### src/rtl/aes_uart_pkg.sv
// Shared constants and state type for the AES UART byte-serial transmit/receive paths.
// Ports: none (package only).
// Latency/backpressure: not applicable.
package aes_uart_pkg;

  localparam int AES_BLOCK_BITS = 128;
  localparam int BYTE_W         = 8;

  typedef enum logic {
    COLLECT = 1'b0,
    FLUSH   = 1'b1
  } rx_state_t;

endpackage

### src/rtl/rx_shift_if.sv
// Byte-in / block-out bundle between the UART receiver, rx_shift and the AES input buffer.
// Ports: rx_done/rx_data (byte strobe + byte), buffer_full (downstream stall),
//        buffer_write/dout/shift_done (block write), overrun/timeout (error pulses).
interface rx_shift_if #(
  parameter int BLOCK_W = aes_uart_pkg::AES_BLOCK_BITS
);
  import aes_uart_pkg::*;

  logic               rx_done;
  logic [BYTE_W-1:0]  rx_data;
  logic               buffer_full;
  logic               buffer_write;
  logic [BLOCK_W-1:0] dout;
  logic               shift_done;
  logic               overrun;
  logic               timeout;

  // master: the environment supplying bytes and the buffer stall
  modport master (
    output rx_done, rx_data, buffer_full,
    input  buffer_write, dout, shift_done, overrun, timeout
  );

  // slave: the block assembler
  modport slave (
    input  rx_done, rx_data, buffer_full,
    output buffer_write, dout, shift_done, overrun, timeout
  );

endinterface

### src/rtl/rx_idle_timer.sv
// Idle counter between bytes of a partial block; expired pulses on the cycle the count reaches TIMEOUT_CYCLES.
// Ports: clk, reset (async active-low), clear (zero the count), enable (count this cycle), expired.
// Latency: expired is combinational from the count; TIMEOUT_CYCLES=0 disables it.
module rx_idle_timer #(
  parameter int TIMEOUT_CYCLES = 1000000
) (
  input  logic clk,
  input  logic reset,
  input  logic clear,
  input  logic enable,
  output logic expired
);

  localparam int CNT_W = (TIMEOUT_CYCLES > 0) ? $clog2(TIMEOUT_CYCLES + 1) : 1;
  // Expiry fires as the count steps from TIMEOUT_CYCLES-1 to TIMEOUT_CYCLES, so the
  // pulse lands on the TIMEOUT_CYCLES-th idle cycle rather than one later.
  localparam logic [CNT_W-1:0] LAST = CNT_W'((TIMEOUT_CYCLES > 0) ? TIMEOUT_CYCLES - 1 : 0);
  localparam logic [CNT_W-1:0] SAT  = CNT_W'(TIMEOUT_CYCLES);

  logic [CNT_W-1:0] cnt;

  assign expired = (TIMEOUT_CYCLES != 0) && enable && !clear && (cnt == LAST);

  always_ff @(posedge clk or negedge reset) begin
    if (!reset) begin
      cnt <= '0;
    end else if (clear || expired) begin
      cnt <= '0;
    end else if (enable && (cnt != SAT)) begin
      cnt <= cnt + 1'b1;
    end
  end

endmodule

### src/rtl/rx_shift.sv
// Assembles BYTES received bytes (first byte in the MSBs) into one block and writes it to the AES input buffer.
// Ports: clk, reset (async active-low), bus (rx_shift_if.slave: byte in, block write out, error pulses).
// Latency: write strobe one cycle after the last byte; while buffer_full the block is held and new bytes are dropped (overrun).
module rx_shift
  import aes_uart_pkg::*;
#(
  parameter int BYTES          = 16,
  parameter int TIMEOUT_CYCLES = 1000000
) (
  input  logic      clk,
  input  logic      reset,
  rx_shift_if.slave bus
);

  localparam int CTR_W = $clog2(BYTES);
  localparam int BLK_W = BYTES * BYTE_W;
  localparam logic [CTR_W-1:0] CTR_LAST = CTR_W'(BYTES - 1);

  rx_state_t        state_q, state_d;
  logic [CTR_W-1:0] ctr_q, ctr_d;
  logic [BLK_W-1:0] data_q, data_d, shifted;
  logic [BLK_W-1:0] dout_q, dout_d;
  logic             write_q, write_d;
  logic             overrun_q, overrun_d;
  logic             timeout_q, timeout_d;
  logic             idle_clear, idle_enable, expired;

  // Idle time only matters while a partial block is being collected.
  assign idle_enable = (state_q == COLLECT) && (ctr_q != '0);
  assign idle_clear  = bus.rx_done || !idle_enable;

  rx_idle_timer #(
    .TIMEOUT_CYCLES(TIMEOUT_CYCLES)
  ) u_idle_timer (
    .clk    (clk),
    .reset  (reset),
    .clear  (idle_clear),
    .enable (idle_enable),
    .expired(expired)
  );

  assign shifted = {data_q[BLK_W-BYTE_W-1:0], bus.rx_data};

  // State register together with the datapath and registered outputs.
  always_ff @(posedge clk or negedge reset) begin
    if (!reset) begin
      state_q   <= COLLECT;
      ctr_q     <= '0;
      data_q    <= '0;
      dout_q    <= '0;
      write_q   <= 1'b0;
      overrun_q <= 1'b0;
      timeout_q <= 1'b0;
    end else begin
      state_q   <= state_d;
      ctr_q     <= ctr_d;
      data_q    <= data_d;
      dout_q    <= dout_d;
      write_q   <= write_d;
      overrun_q <= overrun_d;
      timeout_q <= timeout_d;
    end
  end

  // Next state, byte counter and shift register.
  always_comb begin
    state_d = state_q;
    ctr_d   = ctr_q;
    data_d  = data_q;
    case (state_q)
      COLLECT: begin
        if (bus.rx_done) begin
          data_d = shifted;
          if (ctr_q == CTR_LAST) begin
            ctr_d   = '0;
            state_d = FLUSH;
          end else begin
            ctr_d = ctr_q + 1'b1;
          end
        end else if (expired) begin
          ctr_d = '0;
        end
      end
      FLUSH: begin
        if (!bus.buffer_full) begin
          state_d = COLLECT;
          // A byte arriving alongside the write starts the next block; dout
          // takes the old data_q so shifting now does not disturb it.
          if (bus.rx_done) begin
            data_d = shifted;
            ctr_d  = CTR_W'(1);
          end
        end
      end
      default: begin
        state_d = COLLECT;
        ctr_d   = '0;
      end
    endcase
  end

  // Output pulses and block register.
  always_comb begin
    write_d   = (state_q == FLUSH) && !bus.buffer_full;
    overrun_d = (state_q == FLUSH) && bus.buffer_full && bus.rx_done;
    timeout_d = expired && !bus.rx_done;
    dout_d    = write_d ? data_q : dout_q;
  end

  assign bus.buffer_write = write_q;
  assign bus.shift_done   = write_q;
  assign bus.dout         = dout_q;
  assign bus.overrun      = overrun_q;
  assign bus.timeout      = timeout_q;

endmodule

### src/flat_wrapper.sv
// flat-port wrapper written by rule: the top's interface ports become plain ports
module rx_shift_flat import aes_uart_pkg::*;
#(
  parameter int BYTES          = 16,
  parameter int TIMEOUT_CYCLES = 1000000
)
  (clk, reset, bus_rx_done, bus_rx_data, bus_buffer_full, bus_buffer_write, bus_dout, bus_shift_done, bus_overrun, bus_timeout);
  rx_shift_if bus_i ();
  input  logic clk;
  input  logic reset;
  input wire logic [$bits(bus_i.rx_done)-1:0] bus_rx_done;
  input wire logic [$bits(bus_i.rx_data)-1:0] bus_rx_data;
  input wire logic [$bits(bus_i.buffer_full)-1:0] bus_buffer_full;
  output wire logic [$bits(bus_i.buffer_write)-1:0] bus_buffer_write;
  output wire logic [$bits(bus_i.dout)-1:0] bus_dout;
  output wire logic [$bits(bus_i.shift_done)-1:0] bus_shift_done;
  output wire logic [$bits(bus_i.overrun)-1:0] bus_overrun;
  output wire logic [$bits(bus_i.timeout)-1:0] bus_timeout;
  assign bus_i.rx_done = bus_rx_done;
  assign bus_i.rx_data = bus_rx_data;
  assign bus_i.buffer_full = bus_buffer_full;
  assign bus_buffer_write = bus_i.buffer_write;
  assign bus_dout = bus_i.dout;
  assign bus_shift_done = bus_i.shift_done;
  assign bus_overrun = bus_i.overrun;
  assign bus_timeout = bus_i.timeout;
  rx_shift #(.BYTES(BYTES), .TIMEOUT_CYCLES(TIMEOUT_CYCLES)) u_core (.clk(clk), .reset(reset), .bus(bus_i));
endmodule
### config.mk
export PLATFORM = sky130hd
export DESIGN_NAME = rx_shift_flat
export DESIGN_NICKNAME = d
export VERILOG_FILES = /design/src/rtl/aes_uart_pkg.sv /design/src/rtl/rx_shift_if.sv /design/src/rtl/rx_idle_timer.sv /design/src/rtl/rx_shift.sv /design/src/flat_wrapper.sv
export SDC_FILE = /design/constraint.sdc
export NUM_CORES = 1
export LEC_CHECK = 0
export BUFFER_PORTS_ARGS = -buffer_cell sky130_fd_sc_hd__buf_2
export CAP_MARGIN = 30
export CORE_MARGIN = 2
export CORE_UTILIZATION = 36
export CTS_BUF_LIST = sky130_fd_sc_hd__clkbuf_16
export CTS_CLUSTER_SIZE = 8
export DETAILED_ROUTE_END_ITERATION = 7
export GPL_ROUTABILITY_DRIVEN = 0
export GPL_TIMING_DRIVEN = 0
export PLACE_DENSITY = 0.53
export SLEW_MARGIN = 20
export SYNTH_ARGS = -nofsm -noshare
export SYNTH_HDL_FRONTEND = slang
export SYNTH_SLANG_ARGS = --single-unit
### constraint.sdc
create_clock -name clk -period 1.7 [get_ports clk]
set_clock_uncertainty 0.05 [all_clocks]
set_input_delay 0.085 -clock clk [delete_from_list [all_inputs] [get_ports clk]]
set_output_delay 0.085 -clock clk [all_outputs]
set_load 0.05 [all_outputs]
==> Flow_metrics.wiki <==
{| class="wikitable"
! Metric !! Value
|-
| Arrival time of data at the critical path endpoint || around 2200 ps
|-
| Area of the multi-input gates || roughly 3800 um2
|-
| Instance count of the mapped netlist || around 700
|-
| Final Net Count || 941
|-
| Final setup violation count || 9
|-
| Worst-case hold path end point || u_core.data_q[5]
|-
| Number of antenna violations at the first check in global routing || 0
|-
| Global-route met2 utilization || around 22%
|-
| Number of search-and-repair iterations in the first detailed-routing pass || 4
|-
| Fin crit period || 1800 ps
|-
| Failing checks || setup timing
|-
| Worst flop-to-flop path startpoint || u_core.u_idle_timer.cnt[19]
|-
| Placed Instance Area || about 12,000 um2
|-
| Count of cell types in the netlist || 48
|-
| Flip-flop and latch area || 7110 um2
|-
| # diodes || 0
|-
| Number of flops mapped to enable cells by yosys || 0
|-
| Die outline area || approximately 32,000 um2
|-
| Synthesized cell area || 11,000 um2
|-
| Depth of the worst register-to-register path || 6
|-
| Std cell rows || 64
|-
| Fin. Hold Viols || 0
|-
| Area growth, synth to finish || 27.9%
|-
| Relative max-transition margin || about two thirds
|-
| Start-to-end type of the worst setup path || reg2reg
|-
| Register bit count reported by yosys || about 280
|-
| Required time of the worst setup path || 2090 ps
|-
| Worst min-delay path category || in2reg
|-
| Input/output buffers || ~140
|-
| Die span in y || around 180 um
|-
| Launch instance of the worst min-delay path || bus_rx_data[5]
|-
| Skew-Pair Late Insertion Delay || 510 ps
|-
| Util after Layout || 46.4%
|-
| Wire length of the first global-routing pass || 36,700 um
|-
| Register-to-register setup slack || -100 ps
|-
| Area of the core || between 30,000 and 40,000 um2
|-
| Clk root buf || sky130_fd_sc_hd__clkbuf_16
|-
| IR drop worst, VDD || 984 uV
|-
| IO Count || 144
|-
| Pins over their slew limit || 0
|-
| Drc violations || 0
|-
| Setup slack of the critical path after layout || -98.5 ps
|-
| Post-synth ARST share || 100%
|-
| Maximum clock insertion buffer count || 3
|-
| Total number of H-tree levels || 2
|-
| Overall fraction of global-route tracks in use || approximately 15%
|-
| Hold Path Depth || 3
|-
| DP HPWL || roughly 15,000 um
|-
| Via count of the first global-routing pass || 6,586
|-
| Post-layout power || 0.0266 W
|-
| Fraction of layout cells with a size suffix above 1 || about three fifths
|-
| Clk pin slew, worst setup/hold paths || around 50 ps
|-
| Post-detailed-routing wire length || 23,000 um
|-
| Highest-utilization routing layer at the global route stage || met2
|-
| Design Area, Final || around 14,000 um2
|-
| Remaining global-route overflow || 0
|-
| Total of max-cap violations || 0
|-
| Power per unit of standard cell area || roughly 1900 nW/um2
|-
| Worst-margin pin slew || about 480 ps
|-
| Final-layout fill cell count || around 2.7k
|-
| Crit start category || flop
|-
| Max Clk Rate || between 0.5 and 0.6 GHz
|-
| Top FF cell, synth || sky130_fd_sc_hd__dfrtp_1
|-
| Fraction of met1 tracks used by global routing || roughly 20%
|-
| Post-synthesis area per instance || between 15 and 20 um2
|-
| Total clock sinks || roughly 280
|-
| Sequential area share after synthesis || 64.6%
|-
| Leak Pwr || ~6.8 nW
|-
| Maximum number of pins on one net before global-route repair || 95
|-
| Mean routed wirelength per cell || 17.4 um
|-
| Fraction of met3 tracks used by global routing || roughly 4.4%
|-
| Post-route fraction of the period consumed by the critical path || 106%
|-
| Net count after synthesis || just over 700
|-
| Initial Util || a little over a third
|-
| Clock tree from TritonCTS || yes
|-
| Warning count from the yosys run || 0
|-
| Overall via count from detail_route || between 6k and 7k
|-
| Capturing element type of the critical path || flop
|-
| Vias per cell || approximately 4.8
|-
| CTS Buf Count || roughly 40
|-
| RSZ-0062 raised after global routing || true
|-
| Largest fanout on the critical path || 5
|-
| Remaining number of nets flagged by the antenna check after routing || 0
|-
| Outcome || finished, violations left
|-
| Worst R2R End || u_core.u_idle_timer.cnt[16]
|-
| Die Span X || between 150 and 200 um
|-
| Violation count after the first detailed-route iteration || between 200 and 250
|-
| Worst slack on hold paths || between 200 and 300 ps
|}
==> cells in the final DEF, fill, tap and decap left out, types with 3 or more instances in the layout <==
cell and n:
sky130_fd_sc_hd__buf_12 3, sky130_fd_sc_hd__nand4_1 7, sky130_fd_sc_hd__buf_2 143, sky130_fd_sc_hd__dfrtp_2 6, sky130_fd_sc_hd__clkbuf_16 45, sky130_fd_sc_hd__xnor2_1 5, sky130_fd_sc_hd__a21oi_2 5, sky130_fd_sc_hd__nand2_1 10
sky130_fd_sc_hd__o31ai_1 5, sky130_fd_sc_hd__a21oi_1 4, sky130_fd_sc_hd__dlygate4sd3_1 12, sky130_fd_sc_hd__dfrtp_1 278, sky130_fd_sc_hd__nor2_1 20, sky130_fd_sc_hd__and2_4 3, sky130_fd_sc_hd__or4_4 4, sky130_fd_sc_hd__xor2_1 7
sky130_fd_sc_hd__buf_6 23, sky130_fd_sc_hd__mux2_2 256, sky130_fd_sc_hd__nand3_1 5, sky130_fd_sc_hd__buf_16 3, sky130_fd_sc_hd__buf_4 27, sky130_fd_sc_hd__inv_1 4
==> cells by family (layout without fill, tap and decap cells) <==
logic type	Yosys count	in the layout	share of synthesized area (%)
flip-flops	284	284	64.6
multiplexers	257	257	26.3
buffers and inverters	38	267	1.76
AO/OA/AOI/OAI	22	22	1.39
XOR/XNOR	13	13	1.03
AND/OR/NAND/NOR	80	80	4.48
adder cells (fa/ha/maj)	4	4	0.455
==> worst max-delay path by stage <==
stage	to	from
floorplan	u_core.u_idle_timer.cnt[4]	u_core.ctr_q[0]
global placement	u_core.bus.dout[85]	reset
detailed placement	u_core.bus.dout[121]	u_core.state_q
CTS	u_core.u_idle_timer.cnt[16]	u_core.ctr_q[1]
global route	u_core.u_idle_timer.cnt[1]	u_core.u_idle_timer.cnt[7]
finish	u_core.u_idle_timer.cnt[16]	u_core.u_idle_timer.cnt[19]
==> through the flow <==
stage	std cells	setup TNS (ps)	worst slack [ps]
after global routing	1323	-1630	-150
final	1323	-445	-98.5
after CTS	1316	-351	-90.6
after floorplan	698	-104	-35.1
after global placement	1237	-1555570	-5040
after detailed placement	1240	-133060	-800
==> synthesized netlist by cell type (2+ instances only) <==
cell type / count / area, um2
sky130_fd_sc_hd__buf_6: 2 / 22.5
sky130_fd_sc_hd__nand3_1: 7 / 35.0
sky130_fd_sc_hd__a31oi_1: 2 / 12.5
sky130_fd_sc_hd__nor2b_1: 3 / 18.8
sky130_fd_sc_hd__nor4_1: 2 / 12.5
sky130_fd_sc_hd__or4_4: 4 / 45.0
sky130_fd_sc_hd__ha_1: 4 / 50.1
sky130_fd_sc_hd__a21oi_1: 5 / 25.0
sky130_fd_sc_hd__nand4_1: 7 / 43.8
sky130_fd_sc_hd__mux2_2: 256 / 2880
sky130_fd_sc_hd__nor3_1: 2 / 10.0
sky130_fd_sc_hd__o21ai_0: 2 / 10.0
sky130_fd_sc_hd__a21oi_2: 4 / 35.0
sky130_fd_sc_hd__nor2_1: 22 / 82.6
sky130_fd_sc_hd__buf_2: 26 / 130
sky130_fd_sc_hd__nor3b_1: 2 / 15.0
sky130_fd_sc_hd__o31ai_1: 5 / 37.5
sky130_fd_sc_hd__dfrtp_1: 284 / 7110
sky130_fd_sc_hd__xnor2_1: 6 / 52.6
sky130_fd_sc_hd__and2_1: 2 / 12.5
sky130_fd_sc_hd__and4_2: 2 / 20.0
sky130_fd_sc_hd__nand3b_1: 2 / 15.0
sky130_fd_sc_hd__inv_1: 5 / 18.8
sky130_fd_sc_hd__xor2_1: 7 / 61.3
sky130_fd_sc_hd__clkbuf_1: 3 / 11.3
sky130_fd_sc_hd__nand2_1: 10 / 37.5
==> per-layer routing <==
layer | wire length, um | share of wire (%)
met5 | 0 | 0
met4 | 424 | 1.8
met1 | 10600 | 46
met2 | 10600 | 46
met3 | 1440 | 6.3
==> report_power, final <==
part | switching (W) | internal, W | leakage [nW]
logic | 0.00563 | 0.00302 | 2.61
registers | 0.00174 | 0.00925 | 3.62
clock network | 0.00265 | 0.00431 | 0.534
total | 0.0100 | 0.0166 | 6.76
==> critical path, stage by stage (launching register included) <==
cell                        delay [ps]
sky130_fd_sc_hd__dfrtp_1           380
sky130_fd_sc_hd__nor4bb_1          140
sky130_fd_sc_hd__and4b_2           270
sky130_fd_sc_hd__and2_4            200
sky130_fd_sc_hd__clkbuf_16         150
sky130_fd_sc_hd__or4_4             420
sky130_fd_sc_hd__a21oi_2           120
==> area by class of cell <==
class	count	share of cell area, %
Clock buffer	42	7.47
Multi-Input combinational cell	376	27.1
Sequential cell	284	50.6
Tap cell	396	3.52
Inverter	5	0.133
Buffer	32	2.59
Timing Repair Buffer	185	8.43
Clock inverter	3	0.178
==> flip-flops by register name, summed over array words and instances, names as in the netlist <==
| name | cells |
|---|---|
| u_core.state_q | 1 |
| u_core.bus.buffer_write | 1 |
| u_core.bus.timeout | 1 |
| u_core.u_idle_timer.cnt | 20 |
| u_core.bus.dout | 128 |
| u_core.bus.overrun | 1 |
| u_core.ctr_q | 4 |
| u_core.data_q | 128 |
==> repair_timing <==
item                                    CTS  global route
hold endpoints to repair                202             0
hold buffers                             13             0
gates resized for setup                  68            24
setup buffers                            18             6
gates cloned                              0             2
pin swaps                                19            18
endpoints found under the setup margin  273           229
No activity file was read; power rests on OpenSTA's default activity.
